**src/rtl/neuron_ram_run_controller_pkg.sv**
```systemverilog
// Shared definitions for the neuron RAM run controller: run-state encoding and read owner tags.
package neuron_ram_run_controller_pkg;

  typedef enum logic [1:0] {
    ST_IDLE   = 2'd0,
    ST_LAUNCH = 2'd1,
    ST_RUN    = 2'd2,
    ST_DONE   = 2'd3
  } run_state_e;

  localparam logic OWN_HOST = 1'b0;
  localparam logic OWN_ENG  = 1'b1;

  function automatic logic engine_owns_ram(input run_state_e st);
    return (st == ST_LAUNCH) || (st == ST_RUN);
  endfunction

endpackage

```
**src/rtl/neuron_ram_port_mux.sv**
```systemverilog
// Single-port RAM arbiter: one op per cycle, combinational grant, registered owner tag
// that routes the 1-cycle-latency read data back to whoever issued the read.
module neuron_ram_port_mux
  import neuron_ram_run_controller_pkg::*;
#(
  parameter int ADDR_W = 8,
  parameter int DATA_W = 8
) (
  input  logic              clk_i,
  input  logic              reset_i,
  input  logic              eng_owner_i,
  input  logic              host_wr_en_i,
  input  logic [ADDR_W-1:0] host_wr_adr_i,
  input  logic [DATA_W-1:0] host_wr_data_i,
  input  logic              host_rd_en_i,
  input  logic [ADDR_W-1:0] host_rd_adr_i,
  output logic              host_stall_o,
  output logic [DATA_W-1:0] host_rd_data_o,
  output logic              host_rd_valid_o,
  input  logic              eng_req_i,
  input  logic              eng_we_i,
  input  logic [ADDR_W-1:0] eng_adr_i,
  input  logic [DATA_W-1:0] eng_wdata_i,
  output logic              eng_gnt_o,
  output logic [DATA_W-1:0] eng_rd_data_o,
  output logic              eng_rd_valid_o,
  output logic              ram_we_o,
  output logic [ADDR_W-1:0] ram_adr_o,
  output logic [DATA_W-1:0] ram_wdata_o,
  input  logic [DATA_W-1:0] ram_rdata_i
);

  logic eng_win;
  logic rd_pend_q, rd_pend_d;
  logic rd_owner_q, rd_owner_d;

  always_comb begin
    eng_win      = eng_owner_i & eng_req_i;
    eng_gnt_o    = eng_win;
    // A simultaneous host write+read always lets the write through first.
    host_stall_o = eng_win ? (host_wr_en_i | host_rd_en_i) : (host_wr_en_i & host_rd_en_i);
    ram_we_o     = 1'b0;
    ram_adr_o    = '0;
    ram_wdata_o  = '0;
    rd_pend_d    = 1'b0;
    rd_owner_d   = OWN_HOST;
    if (eng_win) begin
      ram_we_o    = eng_we_i;
      ram_adr_o   = eng_adr_i;
      ram_wdata_o = eng_wdata_i;
      rd_pend_d   = ~eng_we_i;
      rd_owner_d  = OWN_ENG;
    end else if (host_wr_en_i) begin
      ram_we_o    = 1'b1;
      ram_adr_o   = host_wr_adr_i;
      ram_wdata_o = host_wr_data_i;
    end else if (host_rd_en_i) begin
      ram_adr_o   = host_rd_adr_i;
      rd_pend_d   = 1'b1;
      rd_owner_d  = OWN_HOST;
    end
  end

  always_ff @(posedge clk_i) begin
    if (reset_i) begin
      rd_pend_q  <= 1'b0;
      rd_owner_q <= OWN_HOST;
    end else begin
      rd_pend_q  <= rd_pend_d;
      rd_owner_q <= rd_owner_d;
    end
  end

  assign host_rd_valid_o = rd_pend_q & (rd_owner_q == OWN_HOST);
  assign eng_rd_valid_o  = rd_pend_q & (rd_owner_q == OWN_ENG);
  assign host_rd_data_o  = host_rd_valid_o ? ram_rdata_i : '0;
  assign eng_rd_data_o   = eng_rd_valid_o ? ram_rdata_i : '0;

endmodule

```
**src/rtl/neuron_ram_run_controller.sv**
```systemverilog
// Run sequencer for the accelerator core: start/launch/run/done FSM, RUN watchdog,
// result-window latches, and the shared neuron RAM port mux.
//
// state  | meaning
// IDLE   | no run since reset; host owns RAM
// LAUNCH | one-cycle engine launch pulse; engine owns RAM
// RUN    | engine busy, watchdog counting; engine owns RAM
// DONE   | run finished or aborted; host owns RAM, results held
module neuron_ram_run_controller
  import neuron_ram_run_controller_pkg::*;
#(
  parameter int ADDR_W  = 8,
  parameter int DATA_W  = 8,
  parameter int TIMEOUT = 1024
) (
  input  logic              clk_i,
  input  logic              reset_i,
  input  logic              start_i,
  input  logic              host_wr_en_i,
  input  logic [ADDR_W-1:0] host_wr_adr_i,
  input  logic [DATA_W-1:0] host_wr_data_i,
  input  logic              host_rd_en_i,
  input  logic [ADDR_W-1:0] host_rd_adr_i,
  output logic              host_stall_o,
  output logic [DATA_W-1:0] host_rd_data_o,
  output logic              host_rd_valid_o,
  output logic              finished_o,
  output logic              timeout_err_o,
  output logic [ADDR_W-1:0] result_base_address_o,
  output logic [ADDR_W-1:0] result_word_count_o,
  output logic              eng_start_o,
  input  logic              eng_done_i,
  input  logic [ADDR_W-1:0] eng_result_base_i,
  input  logic [ADDR_W-1:0] eng_result_count_i,
  input  logic              eng_req_i,
  input  logic              eng_we_i,
  input  logic [ADDR_W-1:0] eng_adr_i,
  input  logic [DATA_W-1:0] eng_wdata_i,
  output logic              eng_gnt_o,
  output logic [DATA_W-1:0] eng_rd_data_o,
  output logic              eng_rd_valid_o,
  output logic              ram_we_o,
  output logic [ADDR_W-1:0] ram_adr_o,
  output logic [DATA_W-1:0] ram_wdata_o,
  input  logic [DATA_W-1:0] ram_rdata_i
);

  localparam int WD_W = (TIMEOUT > 0) ? $clog2(TIMEOUT + 1) : 1;
  localparam logic [WD_W-1:0] WD_LAST = WD_W'((TIMEOUT > 0) ? (TIMEOUT - 1) : 0);

  run_state_e        state_q, state_d;
  logic [WD_W-1:0]   wd_q, wd_d;
  logic              finished_q, finished_d;
  logic              timeout_q, timeout_d;
  logic [ADDR_W-1:0] base_q, base_d;
  logic [ADDR_W-1:0] count_q, count_d;
  logic              wd_expired;

  always_comb begin
    state_d     = state_q;
    wd_d        = wd_q;
    finished_d  = finished_q;
    timeout_d   = timeout_q;
    base_d      = base_q;
    count_d     = count_q;
    eng_start_o = 1'b0;
    wd_expired  = (TIMEOUT > 0) && (wd_q == WD_LAST);
    case (state_q)
      ST_IDLE, ST_DONE: begin
        if (start_i) begin
          state_d    = ST_LAUNCH;
          finished_d = 1'b0;
          timeout_d  = 1'b0;
        end
      end
      ST_LAUNCH: begin
        eng_start_o = 1'b1;
        wd_d        = '0;
        if (eng_done_i) begin
          state_d    = ST_DONE;
          finished_d = 1'b1;
          base_d     = eng_result_base_i;
          count_d    = eng_result_count_i;
        end else begin
          state_d = ST_RUN;
        end
      end
      ST_RUN: begin
        if (wd_q != '1) wd_d = wd_q + 1'b1;
        // A completion on the watchdog's last cycle still counts as a clean finish.
        if (eng_done_i) begin
          state_d    = ST_DONE;
          finished_d = 1'b1;
          base_d     = eng_result_base_i;
          count_d    = eng_result_count_i;
        end else if (wd_expired) begin
          state_d    = ST_DONE;
          finished_d = 1'b1;
          timeout_d  = 1'b1;
        end
      end
      default: state_d = ST_IDLE;
    endcase
  end

  always_ff @(posedge clk_i) begin
    if (reset_i) begin
      state_q    <= ST_IDLE;
      wd_q       <= '0;
      finished_q <= 1'b0;
      timeout_q  <= 1'b0;
      base_q     <= '0;
      count_q    <= '0;
    end else begin
      state_q    <= state_d;
      wd_q       <= wd_d;
      finished_q <= finished_d;
      timeout_q  <= timeout_d;
      base_q     <= base_d;
      count_q    <= count_d;
    end
  end

  assign finished_o            = finished_q;
  assign timeout_err_o         = timeout_q;
  assign result_base_address_o = base_q;
  assign result_word_count_o   = count_q;

  neuron_ram_port_mux #(
    .ADDR_W(ADDR_W),
    .DATA_W(DATA_W)
  ) u_port_mux (
    .clk_i          (clk_i),
    .reset_i        (reset_i),
    .eng_owner_i    (engine_owns_ram(state_q)),
    .host_wr_en_i   (host_wr_en_i),
    .host_wr_adr_i  (host_wr_adr_i),
    .host_wr_data_i (host_wr_data_i),
    .host_rd_en_i   (host_rd_en_i),
    .host_rd_adr_i  (host_rd_adr_i),
    .host_stall_o   (host_stall_o),
    .host_rd_data_o (host_rd_data_o),
    .host_rd_valid_o(host_rd_valid_o),
    .eng_req_i      (eng_req_i),
    .eng_we_i       (eng_we_i),
    .eng_adr_i      (eng_adr_i),
    .eng_wdata_i    (eng_wdata_i),
    .eng_gnt_o      (eng_gnt_o),
    .eng_rd_data_o  (eng_rd_data_o),
    .eng_rd_valid_o (eng_rd_valid_o),
    .ram_we_o       (ram_we_o),
    .ram_adr_o      (ram_adr_o),
    .ram_wdata_o    (ram_wdata_o),
    .ram_rdata_i    (ram_rdata_i)
  );

endmodule

```
**config.mk**
```make
export PLATFORM = sky130hd
export DESIGN_NAME = neuron_ram_run_controller
export DESIGN_NICKNAME = d
export VERILOG_FILES = /design/src/rtl/neuron_ram_run_controller_pkg.sv /design/src/rtl/neuron_ram_port_mux.sv /design/src/rtl/neuron_ram_run_controller.sv
export SDC_FILE = /design/constraint.sdc
export NUM_CORES = 1
export LEC_CHECK = 0
export CORE_MARGIN = 5
export CORE_UTILIZATION = 30
export CTS_CLUSTER_DIAMETER = 200
export CTS_CLUSTER_SIZE = 8
export DETAILED_ROUTE_END_ITERATION = 10
export PLACE_DENSITY = 0.75
export REMOVE_ABC_BUFFERS = 1
export SETUP_SLACK_MARGIN = 0.1
export SLEW_MARGIN = 0
export SYNTH_ARGS = -nofsm -noshare
export SYNTH_HDL_FRONTEND = slang
export SYNTH_SLANG_ARGS = --single-unit
```
**constraint.sdc**
```tcl
create_clock -name clk_i -period 2.2 [get_ports clk_i]
set_input_delay 0.55 -clock clk_i [delete_from_list [all_inputs] [get_ports clk_i]]
set_output_delay 0.55 -clock clk_i [all_outputs]
set_load 0.02 [all_outputs]
```
==> out/qor.yml <==
finish:
  final_nets: 485
  multiInputGateArea_um2: 1333
  antenna_cells: 0
  synthToLayoutAreaGrowth_pct: 98.08
  final_cell_mix: "clkdlybuf4s50_1 (87), nand2_1 (46), dfxtp_1 (30), a21oi_1 (26), nor2_1 (23)"
  register_area_um2: 664.4
  final_cell_area_um2: 3752
  drive_above_1_share_pct: 22.63
  fillerInstances: 557
  layout_commonest_cell: "clkdlybuf4s50_1"
  final_cells: 488
worst_setup_path:
  required_ns: 1.65
  worstPathMaxFanout: 5
  start_kind: "flip-flop"
  r2r.worst_path.cells: 6
  crit_arrival_ns: 1.71
  end_kind: "output port"
  worstSetupPathType: "flip-flop to output port"
floorplanning:
  die_x_um: 89.47
  initial_core_util_pct: 30.35
  io_pins: 128
  dieArea_um2: 8004
  row_count: 29
  core_um2: 6241
  die_h_um: 89.47
global_routing:
  first_global_vias: 2487
  antenna_found_initial: 0
  grt_pass1_wl_um: 10820
  grt_start_max_net_pins: 37
  overflow: 0
  grt.total_usage_pct: 17.05
synth:
  yosysTopAreaCell: "dfxtp_1"
  yosysSeqAreaShare_pct: 34.87
  synth_warnings: 0
  syn_inst: 268
  ys_ff_latch: 33
  synthTopCellsByArea: "dfxtp_1 (35%), nand2_1 (12%), a21oi_1 (6.9%)"
  synth_area_um2: 1894
  synth_top_area_share_pct: 34.87
  synth.distinct_cells: 41
  syn_area_per_cell_um2: 7.068
routing:
  avgRoutedWirePerCell_um: 14.91
  vias: 2480
  first_pass_iters: 4
  finalWirelength_um: 7274
  drc_errors: 0
  vias_per_cell: 5.082
  drt_iter0_drc: 121
  postRouteAntennaNets: 0
clock_tree:
  cts_hold_buf: 0
  clk_transition_reported_paths_ns: 0.07
  cts.sinks: 33
  cts-root-buf: "clkbuf_8"
  cts_made_buffers: 5
  cts_tree: "yes"
  clock_latency_ns: 0.29
  clockBufferDepth: 2
  cts_max_level: 2
sta:
  min_period_ns: 2.256
  worst_slack_ns: -0.05641
  rsz0062_at_grt: "true"
  setup_violations: 9
  clock_skew_ns: 0.005280
  slew_headroom_pct: 59.38
  period_share_pct: 102.6
  finalHoldViolCount: 0
  timing.fmax_mhz: 443.2
  drv_slew: 0
  holdWs_ns: 0.4510
  worst_slew_pin_slew_ns: 0.6093
outcome:
  violations: "negative setup slack"
  status: "finished with violations"
power:
  leakagePower_nw: 1.543
  power.density_nw_per_um2: 909.6
  peakVddDrop_uv: 518.9
placed_design:
  place_hpwl_um: 5271
  io_buffers: 127
  place_area_um2: 3357
  dp_cells: 475
  place.gp.congestion: 0.8267
run:
  drv_cap: 0
min_path:
  holdPathStages: 2
  hold_path_class: "flip-flop to flip-flop"
final timing paths:
kind	startpoint	endpoint	slack, ns
worst max-delay path	state_q[0]	host_stall_o	-0.06
worst max register to register	state_q[0]	wd_q[7]	0.39
worst min register to register	result_base_address_o[3]	result_base_address_o[3]	0.45
worst min-delay path	result_base_address_o[3]	result_base_address_o[3]	0.45
synthesized netlist by cell type, drive strengths merged:
cell	number
o41ai	1
o21a	1
nand2b	8
clkbuf	15
nand3	13
dfxtp	33
nor3	3
a221oi	8
o21ai	8
nor2b	3
o221ai	1
a21oi	26
buf	1
mux2i	1
a31oi	2
nor2	23
nand3b	1
o211a	1
maj3	1
clkinv	1
a311o	1
or2	1
o311ai	1
a31o	1
o2bb2ai	1
ha	3
o21bai	1
and3	9
inv	7
o22ai	1
nor3b	1
o31ai	1
nor4	3
nand2	61
a21o	3
and2	9
a211oi	2
nand4	2
or3	5
or4	4
flip-flops by register name, indices dropped and copies added, names as in the netlist:
signal / cells
u_port_mux.rd_owner_q: 1
state_q: 2
result_word_count_o: 8
wd_q: 11
finished_o: 1
timeout_err_o: 1
result_base_address_o: 8
u_port_mux.rd_pend_q: 1
cells by family after synthesis:
kind of cell / synth area share [%]
compound gates: 20.21
buf+inv: 4.755
fa+ha+maj: 2.510
mux: 0.5284
simple gates: 37.12
flops: 34.87
stage by stage:
step / setup TNS, ns / worst slack, ns / utilization, % / power, mW
global route: -0.9446 / -0.1066 / 60.12 / 3.610
detailed placement: -10.86 / -0.5360 / 53.79 / 2.525
global placement: -10.55 / -0.5469 / 53.79 / 2.499
finish: -0.1837 / -0.05641 / 60.12 / 3.413
CTS: -0.08777 / -0.05141 / 57.06 / 3.201
floorplan: -9.695 / -0.7115 / - / 1.612
layout make-up:
| type | instances | share of cell area (%) |
|---|---|---|
| Multi-Input combinational cell | 211 | 35.51 |
| Inverter | 8 | 0.9336 |
| Tap cell | 77 | 2.568 |
| Timing Repair Buffer | 151 | 40.18 |
| Clock inverter | 1 | 0.8003 |
| Sequential cell | 33 | 17.71 |
| Clock buffer | 7 | 2.301 |
critical path, cell delays in order (launching register included):
cell and delay [ns]:
dfxtp_2 0.33, inv_2 0.05, ha_4 0.26, nand2b_4 0.15
clkinv_4 0.07, buf_6 0.13, maj3_2 0.30, buf_6 0.13
layer usage:
| layer | wire length [um] | track usage, % |
|---|---|---|
| met1 | 2596 | 17.30 |
| met2 | 3763 | 31.08 |
| met3 | 649 | 6.267 |
| met4 | 264 | 7.442 |
| met5 | 0 | 0 |
power by group:
part           internal [mW]  switching, mW  leakage, nW
clock                  0.369          0.220       0.0585
combinational          0.990           1.06         1.22
sequential             0.709         0.0691        0.270
total                   2.07           1.35         1.54
repair_timing:
action	CTS	global route
cloned	2	2
setup endpoints to repair	37	22
resized for setup	149	36
buffers inserted	0	1
pin swaps	9	10
Power figures use the tool's default switching activity.
